[config.mk]
export PLATFORM = sky130hd
export DESIGN_NAME = rr_onehot_arbiter_flat
export DESIGN_NICKNAME = d
export VERILOG_FILES = /design/src/rtl/rr_onehot_arbiter_if.sv /design/src/rtl/rr_onehot_arbiter.sv /design/src/flat_wrapper.sv
export SDC_FILE = /design/constraint.sdc
export NUM_CORES = 1
export LEC_CHECK = 0
export CORE_MARGIN = 5
export CORE_UTILIZATION = 50
export DETAILED_ROUTE_END_ITERATION = 12
export PLACE_DENSITY = 0.76
export SKIP_LAST_GASP = 1
export SLEW_MARGIN = 20
export SYNTH_ARGS = -nofsm -noshare
export SYNTH_HDL_FRONTEND = slang
export SYNTH_SLANG_ARGS = --single-unit
[constraint.sdc]
create_clock -name clk -period 9.5 [get_ports clk]
set_clock_uncertainty 0.15 [all_clocks]
set_input_delay 2.85 -clock clk [delete_from_list [all_inputs] [get_ports clk]]
set_output_delay 2.85 -clock clk [all_outputs]
set_load 0.02 [all_outputs]
[src/rtl/rr_onehot_arbiter_if.sv]
// Request/grant bundle between a set of requesters, the round-robin arbiter and the
// downstream consumer that steers a one-hot mux with the grant.
interface rr_onehot_arbiter_if #(
  parameter int unsigned REQ_NUM = 16
);
  localparam int unsigned IDX_W = $clog2(REQ_NUM);

  logic [REQ_NUM-1:0] req;
  logic               lock;
  logic               ready;
  logic [REQ_NUM-1:0] grant;
  logic               grant_valid;
  logic [IDX_W-1:0]   grant_idx;

  // Arbiter side: consumes requests and handshake, produces the grant.
  modport master (
    input  req,
    input  lock,
    input  ready,
    output grant,
    output grant_valid,
    output grant_idx
  );

  // Requester/consumer side.
  modport slave (
    output req,
    output lock,
    output ready,
    input  grant,
    input  grant_valid,
    input  grant_idx
  );
endinterface

[src/rtl/rr_onehot_arbiter.sv]
// Round-robin arbiter with a registered one-hot grant, binary index and valid/ready
// handshake. An optional lock keeps the grant on one requester across transfers.
module rr_onehot_arbiter #(
  parameter int unsigned REQ_NUM = 16
) (
  input  logic                  clk,
  input  logic                  rst_n,
  rr_onehot_arbiter_if.master   bus
);
  localparam int unsigned IDX_W = $clog2(REQ_NUM);

  typedef enum logic [1:0] {
    StIdle,
    StGrant,
    StLocked
  } state_e;

  state_e             state_q;
  logic [IDX_W-1:0]   ptr_q;
  logic [REQ_NUM-1:0] grant_q;
  logic               grant_valid_q;
  logic [IDX_W-1:0]   grant_idx_q;

  // First set bit of r scanning upward from p with wrap; MSB of result is the found flag.
  // Scanning from the farthest slot back toward p lets the nearest hit win without a flag.
  function automatic logic [IDX_W:0] pick(input logic [REQ_NUM-1:0] r,
                                          input logic [IDX_W-1:0]   p);
    logic [IDX_W:0] res;
    int             j;
    res = '0;
    for (int k = int'(REQ_NUM) - 1; k >= 0; k--) begin
      j = int'(p) + k;
      if (j >= int'(REQ_NUM)) j = j - int'(REQ_NUM);
      if (r[j]) res = {1'b1, IDX_W'(j)};
    end
    return res;
  endfunction

  function automatic logic [REQ_NUM-1:0] to_onehot(input logic [IDX_W-1:0] i);
    logic [REQ_NUM-1:0] v;
    v    = '0;
    v[i] = 1'b1;
    return v;
  endfunction

  logic             hs;
  logic             cur_req;
  logic [IDX_W-1:0] ptr_inc;
  logic [IDX_W:0]   idle_pick;
  logic [IDX_W:0]   next_pick;

  // Handshake detection and the two candidate picks (from idle, and after a transfer).
  always_comb begin
    hs        = grant_valid_q & bus.ready;
    cur_req   = bus.req[grant_idx_q];
    ptr_inc   = (grant_idx_q == IDX_W'(REQ_NUM - 1)) ? '0 : grant_idx_q + 1'b1;
    idle_pick = pick(bus.req, ptr_q);
    next_pick = pick(bus.req & ~grant_q, ptr_inc);
  end

  // FSM, priority pointer and registered grant outputs.
  always_ff @(posedge clk or negedge rst_n) begin
    if (!rst_n) begin
      state_q       <= StIdle;
      ptr_q         <= '0;
      grant_q       <= '0;
      grant_valid_q <= 1'b0;
      grant_idx_q   <= '0;
    end else begin
      unique case (state_q)
        StIdle: begin
          if (idle_pick[IDX_W]) begin
            grant_q       <= to_onehot(idle_pick[IDX_W-1:0]);
            grant_valid_q <= 1'b1;
            grant_idx_q   <= idle_pick[IDX_W-1:0];
            state_q       <= StGrant;
          end
        end
        StGrant, StLocked: begin
          if (hs) begin
            if (bus.lock && cur_req) begin
              // Hold the grant; pointer stays put while locked.
              state_q <= StLocked;
            end else begin
              ptr_q <= ptr_inc;
              if (next_pick[IDX_W]) begin
                grant_q       <= to_onehot(next_pick[IDX_W-1:0]);
                grant_valid_q <= 1'b1;
                grant_idx_q   <= next_pick[IDX_W-1:0];
                state_q       <= StGrant;
              end else begin
                grant_q       <= '0;
                grant_valid_q <= 1'b0;
                grant_idx_q   <= '0;
                state_q       <= StIdle;
              end
            end
          end else if (!cur_req) begin
            // Requester withdrew before the transfer: drop the grant, keep the pointer.
            grant_q       <= '0;
            grant_valid_q <= 1'b0;
            grant_idx_q   <= '0;
            state_q       <= StIdle;
          end
        end
        default: state_q <= StIdle;
      endcase
    end
  end

  assign bus.grant       = grant_q;
  assign bus.grant_valid = grant_valid_q;
  assign bus.grant_idx   = grant_idx_q;
endmodule

[src/flat_wrapper.sv]
// flat-port wrapper written by rule: the top's interface ports become plain ports
module rr_onehot_arbiter_flat 
#(
  parameter int unsigned REQ_NUM = 16
)
  (clk, rst_n, bus_req, bus_lock, bus_ready, bus_grant, bus_grant_valid, bus_grant_idx);
  rr_onehot_arbiter_if #(.REQ_NUM(REQ_NUM)) bus_i ();
  input  logic clk;
  input  logic rst_n;
  input wire logic [$bits(bus_i.req)-1:0] bus_req;
  input wire logic [$bits(bus_i.lock)-1:0] bus_lock;
  input wire logic [$bits(bus_i.ready)-1:0] bus_ready;
  output wire logic [$bits(bus_i.grant)-1:0] bus_grant;
  output wire logic [$bits(bus_i.grant_valid)-1:0] bus_grant_valid;
  output wire logic [$bits(bus_i.grant_idx)-1:0] bus_grant_idx;
  assign bus_i.req = bus_req;
  assign bus_i.lock = bus_lock;
  assign bus_i.ready = bus_ready;
  assign bus_grant = bus_i.grant;
  assign bus_grant_valid = bus_i.grant_valid;
  assign bus_grant_idx = bus_i.grant_idx;
  rr_onehot_arbiter #(.REQ_NUM(REQ_NUM)) u_core (.clk(clk), .rst_n(rst_n), .bus(bus_i));
endmodule
# ---- Word-level counts from Yosys, hierarchy flattened
# Cells that the tools add are included.
dict set report word_totals {
  reg_bits 27
  input_bits 20
  output_inout_bits 21
  word_cells 347
}
dict set report op_classes {
  n_addsub 63
  n_lt_le_gt_ge 69
  n_eq_ne 6
  mux 191
  bitwise 4
  reduce_logical 9
}
# operator count
set ops {}
lappend ops {{$lt 32x6->1 const B} 32}
lappend ops {{$mux 32} 32}
lappend ops {{$ge 32x6->1 const B} 30}
lappend ops {{$sub 32x6->32 const B} 30}
lappend ops {{$mux 5} 32}
lappend ops {{$bmux 1 s4} 33}
lappend ops {{$add 4x4->5 const B} 16}
lappend ops {{$mux 16} 5}
lappend ops {{$mux 1} 73}
lappend ops {{$add 4x3->5 const B} 8}
lappend ops {{$pmux 16 s2} 1}
lappend ops {{$mux 4} 6}
lappend ops {{$add 4x2->5 const B} 4}
lappend ops {{$and 16x16->16} 1}
lappend ops {{$not 16->16} 1}
lappend ops {{$lt 4x5->1 const B} 3}
lappend ops {{$sub 4x5->6 const B} 2}
lappend ops {{$add 4x1->5 const B} 2}
lappend ops {{$ge 4x5->1 const B} 2}
lappend ops {{$demux 1 s4} 2}
lappend ops {{$ge 4x1->1 const B} 2}
lappend ops {{$mux 2} 4}
lappend ops {{$pmux 4 s2} 1}
lappend ops {{$add 4x1->4 const B} 1}
lappend ops {{17 further kinds} 19}

# ---- Depth between registers and ports, before layout
# Gate-level depths: netlist of run 1.
dict set report logic_depth {
  ltp_word 32
  ltp_mapped 19
  ltp_nobuf 14
}

# ---- Least setup slack after synthesis of run 1
# No wires, ideal clock.
dict set report synth_path {
  kind {input to register}
  startpoint {input port bus_req[15]}
  endpoint {register u_core.grant_q[11], in the netlist u_core.bus.grant[11]}
  setup_time_ps 91
  arrival_time_ps 5710
  t_required_ps 9259
  setup_slack_ps 3549
  cell_stages 10
  path_buffers 0
  path_cell_list {nor2b_1 > mux2_2 > mux4_2 > mux2i_2 > nand2_1 > nor4b_2 > nand4b_1 > o32a_1 > or4_4 > o221ai_1}
}
dict set report synth_via {
  elab_chain_len 28
  elab_cells_between_ends 151
  classes_between {order compare (4); eq/ne (3); mux (139); bitwise (1); reduce/logical (4)}
}
# element line_no
set synth_lines {}
lappend synth_lines {{start: declaration} flat_wrapper.sv:10} ;# input wire logic [$bits(bus_i.req)-1:0] bus_req;
lappend synth_lines {{$and 16x16->16} rr_onehot_arbiter.sv:58} ;# next_pick = pick(bus.req & ~grant_q, ptr_inc);
lappend synth_lines {{$bmux 1 s4} rr_onehot_arbiter.sv:34} ;# if (r[j]) res = {1'b1, IDX_W'(j)};
lappend synth_lines {{$mux 1 (implied by the code) (2 in a row)} rr_onehot_arbiter.sv:34}
lappend synth_lines {{$mux 5 (16 in a row)} rr_onehot_arbiter.sv:34}
lappend synth_lines {{$lt 4x5->1 (implied by the code) or $ge 4x1->1 (tied branches)} rr_onehot_arbiter.sv:42} ;# v[i] = 1'b1;
lappend synth_lines {{$logic_and 1x1->1 (implied by the code)} rr_onehot_arbiter.sv:42}
lappend synth_lines {{$mux 1 (implied by the code)} rr_onehot_arbiter.sv:42}
lappend synth_lines {{$demux 1 s4} -}
lappend synth_lines {{$mux 16} rr_onehot_arbiter.sv:86} ;# if (next_pick[IDX_W]) begin
lappend synth_lines {{$mux 16} rr_onehot_arbiter.sv:81} ;# if (bus.lock && cur_req) begin
lappend synth_lines {{$mux 16} rr_onehot_arbiter.sv:80} ;# if (hs) begin
lappend synth_lines {{$pmux 16 s2} rr_onehot_arbiter.sv:70} ;# unique case (state_q)
lappend synth_lines {{end signal: assignment} rr_onehot_arbiter.sv:73} ;# grant_q <= to_onehot(idle_pick[IDX_W-1:0]);
lappend synth_lines {{end signal: assignment} rr_onehot_arbiter.sv:87} ;# grant_q <= to_onehot(next_pick[IDX_W-1:0]);
lappend synth_lines {{end: declaration} rr_onehot_arbiter.sv:20} ;# logic [REQ_NUM-1:0] grant_q;
# Parallel ways exist; a longest one is shown, timed or not. The select of a mux whose other input is x is not followed.
# A chain may end at the register's enable or synchronous reset.

# ---- Final worst setup path of run 1
dict set report layout_path {
  startpoint {input port bus_req[13]}
  endpoint {register u_core.grant_q[11], in the netlist u_core.bus.grant[11]}
}
# The elaborated chain is that of the path after synthesis.

==> results of run 1 <==
[routing by layer]
| metal | share of wire | GRT usage | vias up |
|---|---|---|---|
| li1 | - | - | 2939 |
| met1 | 0.41 | 0.446 | 3283 |
| met2 | 0.43 | 0.459 | 522 |
| met3 | 0.13 | 0.0641 | 67 |
| met4 | 0.034 | 0.0861 | 0 |
| met5 | 0 | 0 | - |
[registers in the layout, summed over array words and instances (netlist names)]
register and cells:
u_core.ptr_q 4, u_core.state_q 2, u_core.bus.grant_valid 1, u_core.bus.grant_idx 4, u_core.bus.grant 16
[kinds of logic (layout without fill, tap and decap cells)]
kind of cell,after synthesis,count (layout),synth area share
XOR/XNOR,26,26,0.0387
adder cells (fa/ha/maj),16,16,0.0315
AND/OR/NAND/NOR,225,225,0.186
buffers and inverters,64,80,0.0411
AO/OA/AOI/OAI,210,210,0.233
multiplexers,165,165,0.364
flip-flops,27,27,0.106
[cell type report]
type,instances,share of cell area
Tap cell,172,0.0308
Inverter,23,0.0123
Sequential cell,27,0.0966
Clock inverter,1,0.00107
Clock buffer,3,0.0107
Multi-Input combinational cell,642,0.777
Timing Repair Buffer,53,0.0712
[path summary, 6_finish.rpt]
check	startpoint	end	slack [ps]	cells past startpoint
setup / recovery	bus_req[13]	u_core.bus.grant[11]	2530	11
min in group asynchronous	rst_n	u_core.bus.grant[6]	2820	2
hold / removal	u_core.bus.grant[6]	u_core.bus.grant[6]	380	2
setup reg to reg	u_core.bus.grant_idx[0]	u_core.bus.grant[11]	3430	15
max in group asynchronous	rst_n	u_core.bus.grant_valid	6110	2
hold reg to reg	u_core.bus.grant[6]	u_core.bus.grant[6]	380	2
[metrics by stage]
step | hold WS [ps] | std cells | setup WS [ps] | instance area (sq um)
after floorplan | 387 | 733 | 3550 | 6360
after global placement | 370 | 917 | 2530 | 6910
after detailed placement | 359 | 917 | 2410 | 6910
after CTS | 375 | 921 | 2670 | 6990
after global routing | 420 | 921 | 2350 | 6990
final | 375 | 921 | 2530 | 6990
[placed cells by master, fill, tap and decap left out, types with 5 or more instances in the layout]
master and n:
o221ai_1 19, a211oi_1 5, nand4_1 5, or3_1 5, nor3b_1 5, o32ai_1 6
nand3_1 24, mux2_2 36, xnor2_1 18, mux2i_1 78, o31ai_1 8, o22ai_1 10
nand4b_1 5, nor2b_1 16, dfrtp_1 27, nand2b_1 20, nor2_1 39, ha_1 16
nor3_1 14, o211ai_1 7, nand2_1 57, buf_4 13, xor2_1 7, inv_1 21
clkdlybuf4s50_1 40, nand3b_1 5, a21oi_1 35, mux4_2 49, a21boi_0 7, a22oi_1 7
o21ai_0 38, and2_1 8, a31oi_1 12
[worst max-delay path, cell delays in order]
cell and delay (ps):
clkdlybuf4s50_1 570, nor2b_1 240, mux2i_1 410, mux2i_1 250
a22oi_1 580, nand2_1 310, a41oi_1 320, nand4b_1 150
o32a_1 450, or4_4 610, o221ai_1 240
[cells in the mapped netlist, types with 14 or more instances]
cell type  number  area, sq um
a21oi_1        35          175
nor2b_1        16          100
clkbuf_1       26         97.6
xnor2_1        18          158
mux2i_1        79          791
nor3_1         14         70.1
mux4_2         49         1100
nand3_1        24          120
inv_1          21         78.8
nand2b_1       20          125
nor2_1         39          146
nand2_1        57          214
ha_1           16          200
o221ai_1       19          166
mux2_2         36          405
dfrtp_1        27          676
o21ai_0        38          190
==> flow_metrics.py, run 1 <==
metrics = {
    "layout": {
        "drive_gt1_frac": 0.159,
        "areaGrowthSynthToFinish_pct": 9.91,
        "layout.area.seq_sq_um": 676,
        "antenna_cells": 0,
        "multiInputGateArea_sq_um": 5430,
        "n_fill_cell": 1166,
        "fin_nets": 786,
        "utilization": 0.556,
    },
    "floorplanning": {
        "dieArea_sq_um": 15100,
        "fp.coreArea_sq_um": 12600,
        "start_util": 0.506,
        "die_w_um": 123,
        "rows": 41,
        "ioPinCount": 41,
        "die_h_um": 123,
    },
    "placed_design": {
        "gp_congestion": 1.05,
        "hpwl_mm": 18.0,
        "port_buffers": 40,
    },
    "timing": {
        "max_slew_margin": 0.302,
        "fin_crit_sh": 0.734,
        "final.min_clock_period_ps": 6970,
        "worst_pin_slew_ps": 1040,
        "rsz0062_at_grt": "false",
        "tns_ps": 0,
        "hold_violations": 0,
        "maxClockFrequency_mhz": 143,
        "slew_violations": 0,
        "setup_viol": 0,
    },
    "critical_path": {
        "critical_path.max_fanout": 7,
        "worstPathRequired_ps": 9520,
        "start_kind": "input pin",
        "endpoint_kind": "flip-flop",
        "worst-setup-path-type": "input pin to flip-flop",
        "arrival_ps": 6990,
    },
    "drt": {
        "postRouteAntennaNets": 0,
        "drt-wirelength-per-cell_um": 25.0,
        "dr.pass1.iters": 5,
        "vias_per_cell": 7.40,
        "drt-total-wl_mm": 23.0,
        "drc": 0,
        "drt_iter0_markers": 966,
        "via_count": 6811,
    },
    "synth": {
        "async_reset_ff_frac": 1.00,
        "yosys_warnings": 0,
        "synth-seq-area-share": 0.106,
        "synth_edf_count": 0,
        "synthesis.area_sq_um": 6360,
        "synth.net_count": 769,
        "syn_avg_cell_area_sq_um": 8.68,
        "synth_ff_type": "dfrtp_1",
        "syn_inst": 733,
        "synth.distinct_cells": 76,
        "synth-seq-cells": 27,
    },
    "flow_run": {
        "maxCapViolCount": 0,
    },
    "clock_tree": {
        "holdBufCountCts": 0,
        "ctsResizeCount": 0,
        "clock_latency_ps": 270,
        "clk_path_buf_depth": 2,
        "cts_buffers": 3,
        "clockRootBuffer": "clkbuf_16",
        "post_cts_buffers": 0,
        "cts_max_level": 1,
        "cts_tree": "yes",
        "clk_pin_slew_ps": 70,
        "clock_sinks": 27,
    },
    "outcome": {
        "status": "completed",
    },
    "global_route": {
        "grt_pass1_vias": 6261,
        "antenna_found_initial": 0,
        "overflow": 0,
        "grt_max_degree": 33,
        "grt_pass1_wl_mm": 36.2,
        "grt_util_all_layers": 0.306,
    },
    "worst_hold_path": {
        "hold_path_class": "flip-flop to flip-flop",
    },
}
Power of run 1 is not shown: default switching activity piles up to over one toggle a cycle in this logic, so the estimate is an artifact.
==> run 2: changes to the inputs <==
Settings changed: PLACE_DENSITY 0.76 to 0.79.
Clock period 9.5 ns to 6.15 ns, I/O delays scaled along.
==> run 2 against run 1 <==
  * Via count increased by 0.98%
  * Sequential share of layout area decreased by 0.25 points
  * Flip-flop and latch count unchanged
  * Worst hold slack improved by 27 ps
  * Setup slack got worse by 2400 ps
  * Global-route usage increased by 0.30 points
==> flow_metrics.py, run 2 (synthesized netlist as in run 1, its figures left out) <==
metrics = {
    "floorplanning": {
        "die_h_um": 123,
        "die_w_um": 123,
        "ioPinCount": 41,
        "start_util": 0.506,
        "dieArea_sq_um": 15100,
        "fp.coreArea_sq_um": 12600,
        "rows": 41,
    },
    "clock_tree": {
        "clockRootBuffer": "clkbuf_16",
        "cts_max_level": 1,
        "cts_tree": "yes",
        "ctsResizeCount": 0,
        "holdBufCountCts": 0,
        "clock_sinks": 27,
        "cts_buffers": 3,
        "clk_path_buf_depth": 2,
        "clk_pin_slew_ps": 70,
        "clock_latency_ps": 270,
        "post_cts_buffers": 0,
    },
    "global_route": {
        "grt_pass1_vias": 6316,
        "grt_max_degree": 30,
        "grt_util_all_layers": 0.309,
        "antenna_found_initial": 0,
        "overflow": 0,
        "grt_pass1_wl_mm": 35.9,
    },
    "layout": {
        "fin_nets": 811,
        "fin_area_sq_um": 7180,
        "largest_reg_flops": 16,
        "final_common_cell": "mux2i_1",
        "drive_gt1_frac": 0.185,
        "areaGrowthSynthToFinish_pct": 12.8,
        "final_cell_mix": "mux2i_1 (79), nand2_1 (57), mux4_2 (49)",
    },
    "timing": {
        "max_slew_margin": 0.329,
        "slew_violations": 0,
        "rsz0062_at_grt": "false",
        "setup_viol": 0,
        "hold_violations": 0,
        "tns_ps": 0,
        "worst_pin_slew_ps": 1000,
        "fin_crit_sh": 0.973,
        "maxClockFrequency_mhz": 167,
        "final.min_clock_period_ps": 5980,
    },
    "drt": {
        "postRouteAntennaNets": 0,
        "drt_iter0_markers": 1049,
        "dr.pass1.iters": 6,
        "vias_per_cell": 7.26,
        "via_count": 6878,
        "drt-total-wl_mm": 23.5,
        "drt-wirelength-per-cell_um": 24.9,
        "drc": 0,
    },
    "worst_hold_path": {
        "min_from": "u_core.bus.grant[1]",
        "hold_path_class": "flip-flop to flip-flop",
    },
    "critical_path": {
        "worstPathRequired_ps": 6170,
        "worst-setup-path-type": "input pin to flip-flop",
        "endpoint_kind": "flip-flop",
        "start_kind": "input pin",
        "critical_path.max_fanout": 7,
        "critPathLaunch": "bus_req[2]",
        "arrival_ps": 6010,
        "r2r-start": "u_core.bus.grant_idx[0]",
    },
    "placed_design": {
        "place_area_sq_um": 7090,
        "port_buffers": 40,
        "gp_congestion": 1.10,
        "hpwl_mm": 18.8,
    },
    "outcome": {
        "status": "completed",
    },
    "flow_run": {
        "maxCapViolCount": 0,
    },
}
[run 2: cell types whose count changed in the layout (fill, tap and decap cells not counted)]
cell,before,now
buf_4,13,38
diode_2,0,1
mux2i_1,78,79
mux2i_2,2,1
[run 2: final timing paths]
kind / endpoint / slack, ps / depth (start not counted)
max reg2reg: u_core.bus.grant[8] / 410 / 11
max in group asynchronous: u_core.bus.grant[15] / 3770 / 2
min reg2reg: u_core.bus.grant[1] / 400 / 2
min: u_core.bus.grant[1] / 400 / 2
min in group asynchronous: u_core.state_q[0] / 1810 / 2
max: u_core.bus.grant[8] / 170 / 11
[run 2: metrics by stage]
stage,utilization,hold WS [ps],setup WS [ps],std cells
2_1_floorplan,-,387,753,733
3_3_place_gp,0.564,371,211,942
3_5_place_dp,0.564,383,123,942
4_1_cts,0.571,405,292,946
5_1_grt,0.571,438,20.5,946
6_report,0.571,402,165,947
[run 2: per-layer routing]
metal	part of all wire	routed length [um]	vias to the layer above	global-route usage
li1	-	-	3001	-
met1	0.43	10000	3312	0.449
met2	0.40	9460	507	0.427
met3	0.15	3570	58	0.131
met4	0.020	475	0	0.0637
met5	0	0	-	0
[run 2: critical path, stage by stage]
cell             delay (ps)
clkdlybuf4s50_1         620
nand2b_1                170
mux2i_1                 480
mux2i_1                 270
mux4_2                  580
nor2b_1                 180
a32o_1                  250
o2111a_1                240
o41ai_2                 640
or3b_1                  510
o221ai_1                220
[run 2: final cells by class]
class                      instances  area (sq um)
tap                              172           215
sequential                        27           676
clock inverter                     1          7.51
antenna                            1          2.50
multi-input combinational        642          5430
clock buffer                       3          75.1
timing repair buffer              78           686
inverter                          23          86.3
fill                            1128          5390
Power of run 2 is left out for the same reason.
